$ cat config.mk
export PLATFORM = sky130hd
export DESIGN_NAME = nn_layer_addr_seq
export DESIGN_NICKNAME = d
export VERILOG_FILES = /design/src/rtl/nn_layer_addr_seq.sv
export SDC_FILE = /design/constraint.sdc
export NUM_CORES = 1
export LEC_CHECK = 0
export CORE_MARGIN = 1.5
export CORE_UTILIZATION = 57
export DETAILED_ROUTE_END_ITERATION = 8
export DONT_BUFFER_PORTS = 1
export GPL_ROUTABILITY_DRIVEN = 0
export PLACE_DENSITY_LB_ADDON = 0.1
export SYNTH_ARGS = -nofsm -noshare
export SYNTH_HDL_FRONTEND = slang
export SYNTH_SLANG_ARGS = --single-unit
$ cat constraint.sdc
create_clock -name Clk -period 4 [get_ports Clk]
set_clock_uncertainty 0.2 [all_clocks]
set_input_delay 0.6 -clock Clk [delete_from_list [all_inputs] [get_ports Clk]]
set_output_delay 0.6 -clock Clk [all_outputs]
set_load 0.01 [all_outputs]
$ cat src/rtl/nn_layer_addr_seq.sv
// nn_layer_addr_seq: runtime BRAM address sequencer for up to four fully-connected
// layers. Layer bases are derived from the IN_k parameters at elaboration; each run
// issues weight/input read beats, a bias beat and a write-back request per layer.
// Ports:
//   Clk, Reset_n           clock (rising edge), asynchronous active-low reset
//   start/single/layer_sel run request (full run, or one layer in single mode)
//   addr_valid/addr_ready  read beat handshake; w_addr, io_addr, is_bias, first_beat
//   wb_valid/wb_ready      write-back handshake; wb_addr
//   layer_idx, busy        layer being sequenced, high outside IDLE
//   done, err              one-cycle pulses: run complete, start rejected
module nn_layer_addr_seq #(
  parameter int unsigned ADDR_W     = 10,
  parameter int unsigned NUM_LAYERS = 3,
  parameter int unsigned IN_0       = 784,
  parameter int unsigned IN_1       = 20,
  parameter int unsigned IN_2       = 20,
  parameter int unsigned IN_3       = 0
) (
  input  logic              Clk,
  input  logic              Reset_n,
  input  logic              start,
  input  logic              single,
  input  logic [1:0]        layer_sel,
  output logic              addr_valid,
  input  logic              addr_ready,
  output logic [ADDR_W-1:0] w_addr,
  output logic [ADDR_W-1:0] io_addr,
  output logic              is_bias,
  output logic              first_beat,
  output logic              wb_valid,
  input  logic              wb_ready,
  output logic [ADDR_W-1:0] wb_addr,
  output logic [1:0]        layer_idx,
  output logic              busy,
  output logic              done,
  output logic              err
);

  // Input count of layer k.
  function automatic int unsigned in_of(input int unsigned k);
    case (k)
      0:       return IN_0;
      1:       return IN_1;
      2:       return IN_2;
      default: return IN_3;
    endcase
  endfunction

  // Write-back (and weight) base of layer k: each earlier layer occupies IN+1 words.
  function automatic int unsigned wb_of(input int unsigned k);
    int unsigned acc;
    acc = 0;
    for (int unsigned j = 0; j < k; j++) acc += in_of(j) + 1;
    return acc;
  endfunction

  function automatic int unsigned max_in();
    int unsigned m;
    m = 0;
    for (int unsigned k = 0; k < 4; k++) if (in_of(k) > m) m = in_of(k);
    return m;
  endfunction

  function automatic bit any_active_zero();
    for (int unsigned k = 0; k < NUM_LAYERS && k < 4; k++) if (in_of(k) == 0) return 1'b1;
    return 1'b0;
  endfunction

  localparam int unsigned MAX_IN = max_in();
  localparam int unsigned IW     = (MAX_IN < 2) ? 1 : $clog2(MAX_IN);
  localparam int unsigned LAST_L = (NUM_LAYERS >= 1 && NUM_LAYERS <= 4) ? NUM_LAYERS - 1 : 0;
  localparam longint unsigned LAST_OUT = 64'(wb_of(LAST_L)) + 64'(in_of(LAST_L)) + 64'd1;
  localparam longint unsigned ADDR_LIM = 64'd1 << ADDR_W;

  if (NUM_LAYERS < 1 || NUM_LAYERS > 4) begin : g_chk_layers
    $error("nn_layer_addr_seq: NUM_LAYERS must be in 1..4");
  end
  if (LAST_OUT >= ADDR_LIM) begin : g_chk_fit
    $error("nn_layer_addr_seq: layer layout does not fit in ADDR_W bits");
  end
  if (any_active_zero()) begin : g_chk_in
    $error("nn_layer_addr_seq: active layer has zero inputs");
  end

  // Per-layer address tables; input base of layer 0 is 0, later layers read the
  // previous layer's outputs, which start at their own write-back base.
  localparam logic [ADDR_W-1:0] WB_A [4] = '{
    ADDR_W'(wb_of(0)), ADDR_W'(wb_of(1)), ADDR_W'(wb_of(2)), ADDR_W'(wb_of(3))};
  localparam logic [ADDR_W-1:0] IO_A [4] = '{
    ADDR_W'(0), ADDR_W'(wb_of(1)), ADDR_W'(wb_of(2)), ADDR_W'(wb_of(3))};
  localparam logic [ADDR_W-1:0] BIAS_A [4] = '{
    ADDR_W'(wb_of(0) + in_of(0)), ADDR_W'(wb_of(1) + in_of(1)),
    ADDR_W'(wb_of(2) + in_of(2)), ADDR_W'(wb_of(3) + in_of(3))};
  localparam logic [ADDR_W-1:0] OUT_A [4] = '{
    ADDR_W'(wb_of(0) + in_of(0) + 1), ADDR_W'(wb_of(1) + in_of(1) + 1),
    ADDR_W'(wb_of(2) + in_of(2) + 1), ADDR_W'(wb_of(3) + in_of(3) + 1)};
  localparam logic [IW-1:0] LAST_I_A [4] = '{
    IW'(in_of(0) - 1), IW'(in_of(1) - 1), IW'(in_of(2) - 1), IW'(in_of(3) - 1)};

  typedef enum logic [2:0] {S_IDLE, S_RD, S_BIAS, S_WB, S_DONE} state_t;

  state_t            r_state, w_n_state;
  logic [1:0]        r_k, w_n_k;
  logic [IW-1:0]     r_i, w_n_i;
  logic              r_single, w_n_single;
  logic              r_addr_valid, w_n_addr_valid;
  logic [ADDR_W-1:0] r_w_addr, w_n_w_addr;
  logic [ADDR_W-1:0] r_io_addr, w_n_io_addr;
  logic              r_is_bias, w_n_is_bias;
  logic              r_first, w_n_first;
  logic              r_wb_valid, w_n_wb_valid;
  logic [ADDR_W-1:0] r_wb_addr, w_n_wb_addr;
  logic              r_busy, w_n_busy;
  logic              r_done, w_n_done;
  logic              r_err, w_n_err;

  // State register; outputs are registered copies of the next-state decode.
  always_ff @(posedge Clk or negedge Reset_n) begin
    if (!Reset_n) begin
      r_state      <= S_IDLE;
      r_k          <= '0;
      r_i          <= '0;
      r_single     <= 1'b0;
      r_addr_valid <= 1'b0;
      r_w_addr     <= '0;
      r_io_addr    <= '0;
      r_is_bias    <= 1'b0;
      r_first      <= 1'b0;
      r_wb_valid   <= 1'b0;
      r_wb_addr    <= '0;
      r_busy       <= 1'b0;
      r_done       <= 1'b0;
      r_err        <= 1'b0;
    end else begin
      r_state      <= w_n_state;
      r_k          <= w_n_k;
      r_i          <= w_n_i;
      r_single     <= w_n_single;
      r_addr_valid <= w_n_addr_valid;
      r_w_addr     <= w_n_w_addr;
      r_io_addr    <= w_n_io_addr;
      r_is_bias    <= w_n_is_bias;
      r_first      <= w_n_first;
      r_wb_valid   <= w_n_wb_valid;
      r_wb_addr    <= w_n_wb_addr;
      r_busy       <= w_n_busy;
      r_done       <= w_n_done;
      r_err        <= w_n_err;
    end
  end

  // Next-state and next-output decode.
  always_comb begin
    w_n_state  = r_state;
    w_n_k      = r_k;
    w_n_i      = r_i;
    w_n_single = r_single;
    w_n_err    = 1'b0;

    unique case (r_state)
      S_IDLE: begin
        if (start) begin
          if (single && (3'(layer_sel) >= 3'(NUM_LAYERS))) begin
            w_n_err = 1'b1;
          end else begin
            w_n_state  = S_RD;
            w_n_k      = single ? layer_sel : 2'd0;
            w_n_i      = '0;
            w_n_single = single;
          end
        end
      end
      S_RD: begin
        if (addr_ready) begin
          if (r_i == LAST_I_A[r_k]) w_n_state = S_BIAS;
          else                      w_n_i     = r_i + IW'(1);
        end
      end
      S_BIAS: begin
        if (addr_ready) w_n_state = S_WB;
      end
      S_WB: begin
        if (wb_ready) begin
          if (r_single || (r_k == 2'(NUM_LAYERS - 1))) begin
            w_n_state = S_DONE;
          end else begin
            w_n_state = S_RD;
            w_n_k     = r_k + 2'd1;
            w_n_i     = '0;
          end
        end
      end
      S_DONE:  w_n_state = S_IDLE;
      default: w_n_state = S_IDLE;
    endcase

    w_n_addr_valid = (w_n_state == S_RD) || (w_n_state == S_BIAS);
    w_n_is_bias    = (w_n_state == S_BIAS);
    w_n_first      = (w_n_state == S_RD) && (w_n_i == '0);
    w_n_wb_valid   = (w_n_state == S_WB);
    w_n_busy       = (w_n_state != S_IDLE);
    w_n_done       = (w_n_state == S_DONE);

    // Addresses hold outside the states that drive them (io_addr holds through BIAS).
    w_n_w_addr  = r_w_addr;
    w_n_io_addr = r_io_addr;
    w_n_wb_addr = r_wb_addr;
    if (w_n_state == S_RD) begin
      w_n_w_addr  = WB_A[w_n_k] + ADDR_W'(w_n_i);
      w_n_io_addr = IO_A[w_n_k] + ADDR_W'(w_n_i);
    end else if (w_n_state == S_BIAS) begin
      w_n_w_addr  = BIAS_A[w_n_k];
    end else if (w_n_state == S_WB) begin
      w_n_wb_addr = OUT_A[w_n_k];
    end
  end

  assign addr_valid = r_addr_valid;
  assign w_addr     = r_w_addr;
  assign io_addr    = r_io_addr;
  assign is_bias    = r_is_bias;
  assign first_beat = r_first;
  assign wb_valid   = r_wb_valid;
  assign wb_addr    = r_wb_addr;
  assign layer_idx  = r_k;
  assign busy       = r_busy;
  assign done       = r_done;
  assign err        = r_err;

endmodule
* Word level (Yosys, flattened, before mapping)
Index checks and enable logic that the tools add are counted.
** Operators by class
- Add/sub/neg operators :: 3
- Multiply operators :: 0
- Div/mod/pow operators :: 0
- Magnitude comparators :: 3
- Equality and inequality tests :: 9
- Shift-type cells :: 0
- Muxes and demuxes :: 38
- Bitwise operators :: 5
- Reductions and logical operators :: 10
** Operator list (number)
- $mux W10 :: 16
- $bmux W10 S2 :: 4
- $pmux W10 S3 :: 1
- $mux W3 :: 7
- $eq A3 B2 Y1 const B :: 4
- $pmux W3 S4 :: 1
- $add A10 B1 Y10 const B :: 1
- $add A10 B10 Y10 :: 1
- $eq A10 B10 Y1 :: 1
- $logic_not A10 Y1 :: 1
- $mux W2 :: 5
- $eq A3 B1 Y1 const B :: 2
- $ge A3 B3 Y1 const B :: 2
- $not A2 Y3 :: 2
- $reduce_and A3 Y1 :: 2
- $pmux W2 S2 :: 1
- $eq A3 B3 Y1 const B :: 1
- $logic_not A3 Y1 :: 1
- $mux W1 :: 3
- $not A1 Y1 :: 3
- $reduce_bool A3 Y1 :: 1
- $add A2 B1 Y2 const B :: 1
- $eq A2 B2 Y1 const B :: 1
- $ge A2 B2 Y1 const B :: 1
- other kinds (3) :: 5
** Storage, ports and cells
- Bits in registers :: 53
- Bits in latches :: 0
- RAM bits :: 0
- ROM bits :: 0
- Logic and storage cells :: 82
- Memories :: 0

* Depth between registers and ports, before layout
Gate-level depths: netlist of the first run.
- Depth after elaboration :: 11
- Gate-level depth with buffers :: 17

* Worst setup path before layout of the first run
No wires, ideal clock.
- Kind :: reg2reg
- Start point :: register r_k[0] (netlist: layer_idx[0])
- End point :: register r_io_addr[9] (netlist: io_addr[9])
- Library setup time :: 135 ps
- Arrival :: 3611 ps
- Data required time :: 3665 ps
- Setup slack :: 54 ps
- Stages on the path, launching flop included :: 16
- Path buffers :: 0
- Period minus slack after synthesis :: 3946 ps
- Cells stage by stage :: dfrtp_1 -> inv_1 -> ha_1 -> or4b_4 -> mux2_4 -> o21ai_0 -> a21oi_1 -> o22ai_1 -> ha_1 -> a21o_1 -> a21o_1 -> a211oi_1 -> o21bai_1 -> a41oi_2 -> xnor2_1 -> a21oi_1
** Between the ends
- Elaborated cells between the ends (all ways) :: 29
** RTL lines
- start, declared :: line 103 : logic [1:0] r_k, w_n_k;
- start signal, assigned :: line 136 : r_k <= w_n_k;
- $not A2 Y3 (implied by the code) :: line 175 : if (r_i == LAST_I_A[r_k]) w_n_state = S_BIAS;
- $bmux W10 S2 :: line 175
- $mux W10 (implied by the code) (2 in a row) :: line 175
- $eq A10 B10 Y1 :: line 175
- $mux W10 :: line 175
- $mux W10 :: line 174 : if (addr_ready) begin
- $pmux W10 S3 (*) :: line 160 : unique case (r_state)
- net w_n_i[1] :: line 104 : logic [IW-1:0] r_i, w_n_i;
- $add A10 B10 Y10 (*) :: line 210 : w_n_io_addr = IO_A[w_n_k] + ADDR_W'(w_n_i);
- end signal, assigned :: line 141 : r_io_addr <= w_n_io_addr;
- end, declared :: line 108 : logic [ADDR_W-1:0] r_io_addr, w_n_io_addr;
The timed path passes the listed nets; every way through them passes the cells marked *. The select of a mux whose other input is x is not followed.
A chain may end at the register's enable or synchronous reset.

* Final worst setup path of the first run
- Start point :: register r_k[0] (netlist: layer_idx[0])
- End point :: register r_io_addr[8] (netlist: io_addr[8])
Same word-level chain as after synthesis.

==> impl_metrics.yaml, run 1 <==
job:
  cap_viol_max_count: 0
cts:
  clock_path_buffers: 2
  cts_max_level: 2
  path_clk_slew_ps: 100
  cts-root-buf: "clkbuf_8"
  numCtsBuffers: 5
  clock_latency_ps: 300
  clock_sinks: 50
  cts_tree: "done"
cells_and_area:
  seq_area_um2: 1250
  multi_input_area_um2: 1520
  diodes: 0
  fin_area_um2: 3360
  fillers: 364
  final_cell_mix: "dfrtp_1, buf_4, inv_1, nor2_1, nand2_1"
  instances_no_fill: 386
  layout-drive-gt1-share_pct: 22.6
  syn_to_final_growth_pct: 16.9
  final_nets: 343
  final_common_cell: "dfrtp_1"
setup_path:
  crit_path_end_kind: "flip-flop"
  start_kind: "flip-flop"
  startpoint: "layer_idx[0]"
  path_max_fanout: 2
  slowest_delay_ps: 450
  cp_top_family: "compound AO/OA/AOI/OAI gates"
  slowest_stage: "or4b_4"
  criticalPathCategory: "flip-flop to flip-flop"
  critPathRequiredTime_ps: 3980
  r2r_start: "layer_idx[0]"
  path_buf_inv: 2
  cp.arrival_ps: 3840
  crit_path_cell_trace: "inv_2 > ha_4 > or4b_4 > mux2_4 > o21ai_4 > a21oi_2 > mux2i_2 > ha_2 > inv_2 > fa_2 > nor2b_1 > o21ai_1 > a21oi_1 > o21a_1 > o211ai_1 > xor2_1 > a21oi_1"
yosys:
  synth_edf_count: 0
  ys_ff_latch: 50
  syn-instance-count: 288
  postSynthAreaPerCell_um2: 9.99
  syn_area_um2: 2880
  ys_warn_count: 0
  yosys.cell_types.count: 59
  ys_seq_area_share_pct: 43.5
  synthArstFlopShare_pct: 100
  synthFlopType: "dfrtp_1"
placement:
  postPlaceCellArea_um2: 3060
  dp_hpwl_um: 4840
  dp_worst_setup_slack_ps: -84.9
  port_buffers: 0
  dp.cells: 365
timing:
  finalCritPeriodShare_pct: 96.4
  rsz0062_at_grt: "yes"
  finalHoldViolations: 0
  finalCriticalPeriod_ps: 3850
  setup_viol: 0
  hold_slack_ps: 229
  fmax_mhz: 259
  setup_ws_ps: 146
  drv_slew: 0
drt:
  drt_iter0_markers: 272
  dr.pass1.iters: 4
  route.vias.total: 2314
  drc: 0
  finalWirelength_um: 6620
  via_per_inst: 5.99
  wl_per_cell_um: 17.2
  ant_nets: 0
floorplan:
  start_util_pct: 60.1
  die-height_um: 74.0
  core-area_um2: 4790
  placementRows: 25
  die_w_um: 74.0
  dieArea_um2: 5480
  io_pins: 47
min_path:
  hold_path_class: "primary input to flip-flop"
  hp-start: "layer_sel[1]"
global_route:
  grt_max_degree: 51
  first_global_vias: 2205
  grt_pass1_wl_um: 10700
  grt.overflow.total: 0
  antenna_found_initial: 0
  gr-usage-all-layers_pct: 26.0
pwr:
  leakage_nw: 1.57
  power_density_nw_per_um2: 769
  ir_drop_mv: 0.410
  power_mw: 2.59
outcome:
  status: "finished, final reports clean"
==> power breakdown <==
part	internal, mW	switching (mW)	leakage (nW)	total, mW
Sequential	0.693	0.205	0.630	0.898
Clock	0.251	0.174	0.0683	0.424
Combinational	0.589	0.674	0.867	1.26
Total	1.53	1.05	1.57	2.59
==> worst reg2reg max path: cells and delay by family, from the launching register on <==
kind	cells	cell delay, ps
muxes	2	540
AOI/OAI and AO/OA	7	870
and+or+nand+nor	2	560
adders and majority gates	3	860
DFF	1	370
buffers and inverters	2	100
xor gates and xnor gates	1	240
==> final cells by class <==
cell class	count	area share, %
timing repair buffer	34	8.26
clock buffer	5	2.05
multi-input combinational	203	45.3
clock inverter	3	2.05
tap	67	2.49
sequential	50	37.2
inverter	24	2.68
==> cells by family (layout without fill, tap and decap cells) <==
family | after synthesis | in the layout | share of synthesized area [%]
adder cells (fa/ha/maj) | 17 | 17 | 7.66
buffers and inverters | 36 | 66 | 5.39
other | 1 | 2 | 0.130
multiplexers | 15 | 15 | 6.09
XOR/XNOR | 8 | 8 | 2.44
AO/OA/AOI/OAI | 81 | 81 | 20.4
flip-flops | 50 | 50 | 43.5
AND/OR/NAND/NOR | 80 | 80 | 14.4
==> metal layers <==
metal  share of wire, %  vias up  global-route usage, %
met4                2.4        0                   9.47
met1                 43     1112                   33.5
met5                  0        -                      0
met3                6.3       17                   4.88
met2                 48       97                   43.9
li1                   -     1088                      -
==> timing repair <==
item                       4_1_cts  5_1_grt
pin swaps                        4       12
buffers inserted                 7        4
gates resized for setup          4       11
hold buffers                     2        0
hold endpoints to repair        50        0
gates cloned                     0        0
setup endpoints to repair        4        7
==> path summary, 6_finish.rpt <==
check | to | cells past startpoint | slack [ps]
worst max-delay path | io_addr[8] | 17 | 150
worst min-delay path | err | 2 | 230
worst max register to register | io_addr[8] | 17 | 150
worst min register to register | done | 2 | 380
max in group asynchronous | wb_addr[2] | 2 | 2780
min in group asynchronous | r_single | 2 | 600
==> sequential cells by signal, summed over array words and instances (netlist names), 2 cells and up <==
register	cells
r_i	10
io_addr	10
r_state	3
layer_idx	2
wb_addr	7
w_addr	10
==> Yosys cell counts (all sizes together), types with 2 or more instances <==
cell	instances	area, um^2
clkbuf	7	26.3
o21a	3	22.5
o211a	3	30.0
nor3	4	20.0
or2	3	18.8
mux2	7	82.6
a41oi	5	51.3
buf	5	38.8
nand4b	3	26.3
o211ai	8	92.6
a22oi	2	15.0
xnor2	4	35.0
o21ai	19	95.1
nor4	3	18.8
or3	2	12.5
nor2	24	97.6
a31oi	4	25.0
and4	4	35.0
mux2i	8	92.6
nand2	20	75.1
inv	24	90.1
o21bai	2	15.0
xor2	4	35.0
a21o	4	30.0
a211oi	2	15.0
ha	16	200
dfrtp	50	1250
nor2b	3	18.8
nand3	7	35.0
o2111ai	2	23.8
a21oi	17	85.1
==> stage by stage <==
stage               TNS (ps)  utilization (%)
global route            -272             70.2
floorplan                  0                -
CTS                        0             68.8
detailed placement      -169             63.9
finish                     0             70.2
global placement       -24.2             63.9
No activity file was read; power rests on OpenSTA's default activity.
==> run 2: changes to the inputs <==
- CELL_PAD_IN_SITES_DETAIL_PLACEMENT: unset -> 1
- CELL_PAD_IN_SITES_GLOBAL_PLACEMENT: unset -> 1
- CORE_UTILIZATION: 57 -> 44
==> run 2 against run 1 <==
  * Core utilization fell by 19 points
  * Final area is 2.6% lower
  * Total power down 5.6%
  * Wire length up 17%
  * Global-route usage decreased by 3.2 points
  * Register-to-register slack hardly changed
  * Critical endpoint is now w_addr[8]
  * Largest cell class unchanged
==> impl_metrics.yaml, run 2 (synthesized netlist as in run 1, its figures left out) <==
drt:
  drc: 0
  via_per_inst: 5.88
  ant_nets: 0
  dr.pass1.iters: 4
  finalWirelength_um: 7780
  drt_iter0_markers: 143
  route.vias.total: 2281
  wl_per_cell_um: 20.0
setup_path:
  r2r_slack_ps: 130
  r2r_cells: 17
  critPathRequiredTime_ps: 3980
  r2r_start: "layer_idx[0]"
  crit_path_end_kind: "flip-flop"
  criticalPathCategory: "flip-flop to flip-flop"
  start_kind: "flip-flop"
  path_max_fanout: 4
  reg2reg_to: "w_addr[8]"
  cp.arrival_ps: 3850
cts:
  cts_tree: "done"
  clock_sinks: 50
  clock_latency_ps: 310
  path_clk_slew_ps: 100
  numCtsBuffers: 5
  cts-root-buf: "clkbuf_8"
  cts_max_level: 2
  clock_path_buffers: 2
cells_and_area:
  layout-drive-gt1-share_pct: 20.3
  fin_util_pct: 51.6
  diodes: 0
  fillers: 727
  instances_no_fill: 388
  final_nets: 336
  final_cell_mix: "dfrtp_1, buf_4, nor2_1, inv_1, nand2_1"
  seq_area_um2: 1250
  final_common_cell: "dfrtp_1"
  syn_to_final_growth_pct: 13.8
  multi_input_area_um2: 1530
  fin_area_um2: 3270
timing:
  setup-tns-final_ps: 0
  drv_slew: 0
  setup_ws_ps: 132
  setup_viol: 0
  maxSlewHeadroom_pct: 65.0
  finalCritPeriodShare_pct: 96.7
  fmax_mhz: 259
  finalHoldViolations: 0
  rsz0062_at_grt: "yes"
  hold_slack_ps: 223
  finalCriticalPeriod_ps: 3870
  tightest_slew_ps: 525
pwr:
  ir_drop_mv: 0.380
  power_density_nw_per_um2: 745
  leakage_nw: 1.50
  power_mw: 2.44
outcome:
  status: "finished, final reports clean"
job:
  cap_viol_max_count: 0
placement:
  dp_worst_setup_slack_ps: -55.2
  dp.cells: 375
  postPlaceCellArea_um2: 3070
  dp_hpwl_um: 5800
  port_buffers: 0
floorplan:
  placementRows: 29
  io_pins: 47
  dieArea_um2: 7030
  start_util_pct: 45.3
  die-height_um: 83.9
  core-area_um2: 6350
  die_w_um: 83.9
global_route:
  grt_pass1_wl_um: 12500
  grt.overflow.total: 0
  grt_max_degree: 51
  antenna_found_initial: 0
  gr-usage-all-layers_pct: 22.9
  first_global_vias: 2392
min_path:
  hold_path_class: "primary input to flip-flop"
  hold_path_depth: 2
  hp-start: "layer_sel[1]"
  whs_endpoint: "err"
-- run 2: how the worst max path moves through the flow --
stage                 startpoint    endpoint  slack [ps]  cells past startpoint
finish              layer_idx[0]   w_addr[8]         130                     17
global route        layer_idx[0]   w_addr[8]        -120                     17
CTS                 layer_idx[0]   w_addr[8]          20                     17
detailed placement  layer_idx[0]  io_addr[9]         -60                     15
global placement    layer_idx[0]  io_addr[9]          30                     15
floorplan           layer_idx[0]  io_addr[9]          50                     15
-- run 2: worst max-delay path, stage by stage, from the launching register on --
cell	delay, ps
dfrtp_1	400
buf_4	160
ha_1	240
nor4_2	370
o211ai_1	200
o21ai_4	210
a21oi_2	90
mux2i_1	240
ha_2	240
inv_2	40
fa_2	340
nor2b_1	140
o21ai_1	90
a21oi_1	170
o21a_1	160
o211ai_1	100
xor2_1	230
a21oi_1	100
-- run 2: per-layer routing --
layer	part of all wire [%]	up-vias	GRT usage, %	wire [um]
li1	-	1070	-	-
met2	49	42	38.0	3810
met4	2.0	0	7.75	153
met3	3.7	14	4.85	290
met1	45	1155	29.7	3520
met5	0	-	0	0
-- run 2: cell type report --
type | instances | share of cell area (%)
multi-input combinational | 203 | 46.8
sequential | 50 | 38.2
timing repair buffer | 27 | 6.88
tap | 77 | 2.94
inverter | 24 | 2.75
clock buffer | 6 | 2.22
clock inverter | 1 | 0.229
-- run 2: timing repair --
action                                  CTS  global route
pin swaps                                 0             8
gates resized for setup                   2            13
buffers inserted                          1             3
hold buffers                              2             0
endpoints found under the setup margin    5             8
hold endpoints to repair                 50             0
-- run 2: power by group --
| group | leakage, nW | total, mW | internal [mW] | switching, mW |
|---|---|---|---|---|
| registers | 0.630 | 0.903 | 0.693 | 0.210 |
| logic | 0.834 | 1.25 | 0.551 | 0.695 |
| clock network | 0.0373 | 0.291 | 0.120 | 0.170 |
==> run 3: changes to the inputs <==
- CORE_MARGIN: 1.5 -> unset
- TNS_END_PERCENT: unset -> 100
==> run 3 against run 2 <==
  * Die area fell by 2.4%
  * First-iteration DRC count fell by 34%
  * Sequential power rose by 0.4%
  * Combinational power barely moved
  * Core utilization rose by 1.8 points
  * Clock power rose by 26%
  * Via count rose by 0.92%
  * Non-clock buffer count rose by 6
  * Final area rose by 2.9%
  * Register-to-register slack improved by 60 ps
  * Global-route usage rose by 0.23 points
  * Total power rose by 4.2%
==> impl_metrics.yaml, run 3 (synthesized netlist as in run 1, its figures left out) <==
outcome:
  status: "finished, final reports clean"
drt:
  via_per_inst: 5.83
  dr.pass1.iters: 4
  route.vias.total: 2302
  drc: 0
  wl_per_cell_um: 19.0
  finalWirelength_um: 7500
  ant_nets: 0
  drt_iter0_markers: 95
floorplan:
  io_pins: 47
  placementRows: 29
  dieArea_um2: 6860
  die_w_um: 82.9
  core-area_um2: 6310
  die-height_um: 82.9
  start_util_pct: 45.6
min_path:
  hold_path_class: "primary input to flip-flop"
  hp-start: "layer_sel[1]"
cts:
  cts_max_level: 2
  clock_path_buffers: 2
  clock_latency_ps: 300
  path_clk_slew_ps: 100
  numCtsBuffers: 5
  cts_tree: "done"
  clock_sinks: 50
  cts-root-buf: "clkbuf_8"
cells_and_area:
  syn_to_final_growth_pct: 17.1
  diodes: 0
  fin_util_pct: 53.4
  instances_no_fill: 395
  final_common_cell: "dfrtp_1"
  layout-drive-gt1-share_pct: 23.3
  fin_area_um2: 3370
  final_cell_mix: "dfrtp_1, buf_4, nor2_1, inv_1, nand2_1"
  final_nets: 342
setup_path:
  criticalPathCategory: "flip-flop to flip-flop"
  start_kind: "flip-flop"
  crit_path_end_kind: "flip-flop"
  slowest_stage: "or4b_4"
  path_max_fanout: 3
  slowest_delay_ps: 460
  r2r_start: "layer_idx[0]"
  crit_path_frequent_cell: "a21o_1"
  cp.arrival_ps: 3800
  crit_path_cell_trace: "inv_2 > ha_4 > or4b_4 > mux2_4 > o21ai_4 > a21oi_2 > buf_4 > o22ai_2 > ha_1 > a21o_1 > a21o_1 > a211oi_2 > o21bai_1 > a41oi_2 > xnor2_1 > a21oi_1"
  critPathRequiredTime_ps: 3990
  startpoint: "layer_idx[0]"
global_route:
  grt_max_degree: 51
  gr-usage-all-layers_pct: 23.1
  grt_pass1_wl_um: 12500
  grt.overflow.total: 0
  antenna_found_initial: 0
  first_global_vias: 2383
pwr:
  leakage_nw: 1.56
  power_density_nw_per_um2: 755
  power_mw: 2.54
  ir_drop_mv: 0.319
timing:
  setup_viol: 0
  fmax_mhz: 263
  maxSlewHeadroom_pct: 51.0
  finalCriticalPeriod_ps: 3810
  rsz0062_at_grt: "yes"
  finalCritPeriodShare_pct: 95.2
  tightest_slew_ps: 727
  setup_ws_ps: 193
  hold_slack_ps: 225
  setup-tns-final_ps: 0
  drv_slew: 0
  finalHoldViolations: 0
placement:
  dp_worst_setup_slack_ps: -17.9
  port_buffers: 0
  dp_hpwl_um: 5700
  postPlaceCellArea_um2: 3100
  dp.cells: 379
job:
  cap_viol_max_count: 0
## run 3: cell type report
type / instances / area, um^2
Tap cell: 77 / 96.3
Multi-Input combinational cell: 203 / 1550
Clock inverter: 3 / 43.8
Fill cell: 706 / 2940
Inverter: 24 / 90.1
Timing Repair Buffer: 33 / 270
Sequential cell: 50 / 1250
Clock buffer: 5 / 68.8
## run 3: repair_timing
| action | in CTS | in global routing |
|---|---|---|
| setup endpoints to repair | 4 | 8 |
| pin swaps | 0 | 11 |
| setup buffers | 1 | 5 |
| hold endpoints to repair | 50 | 0 |
| hold buffers | 2 | 0 |
| gates resized for setup | 2 | 17 |
## run 3: final timing paths
check,slack [ps],to,cells past startpoint
max,190,w_addr[9],16
min,230,err,2
max reg2reg,190,w_addr[9],16
min reg2reg,380,wb_addr[4],2
max in group asynchronous,2750,io_addr[5],2
min in group asynchronous,630,err,2
## run 3: where the power goes
part           internal [mW]  total [mW]  switching, mW
sequential             0.692       0.907          0.215
clock                  0.188       0.368          0.180
combinational          0.578        1.27          0.690
total                   1.46        2.54           1.09
## run 3: critical path, delay by kind of cell (launching register included)
kind	cells	cell delay [ps]
flops	1	370
compound gates	9	1460
mux	1	300
simple gates	1	460
fa+ha+maj	2	520
xor+xnor	1	180
buf+inv	2	210
## run 3: metal layers
layer / global-route usage [%] / vias to the layer above / share of wire, %
li1: - / 1087 / -
met1: 30.1 / 1143 / 44
met2: 38.7 / 55 / 50
met3: 3.88 / 17 / 4.0
met4: 8.62 / 0 / 2.5
met5: 0 / - / 0
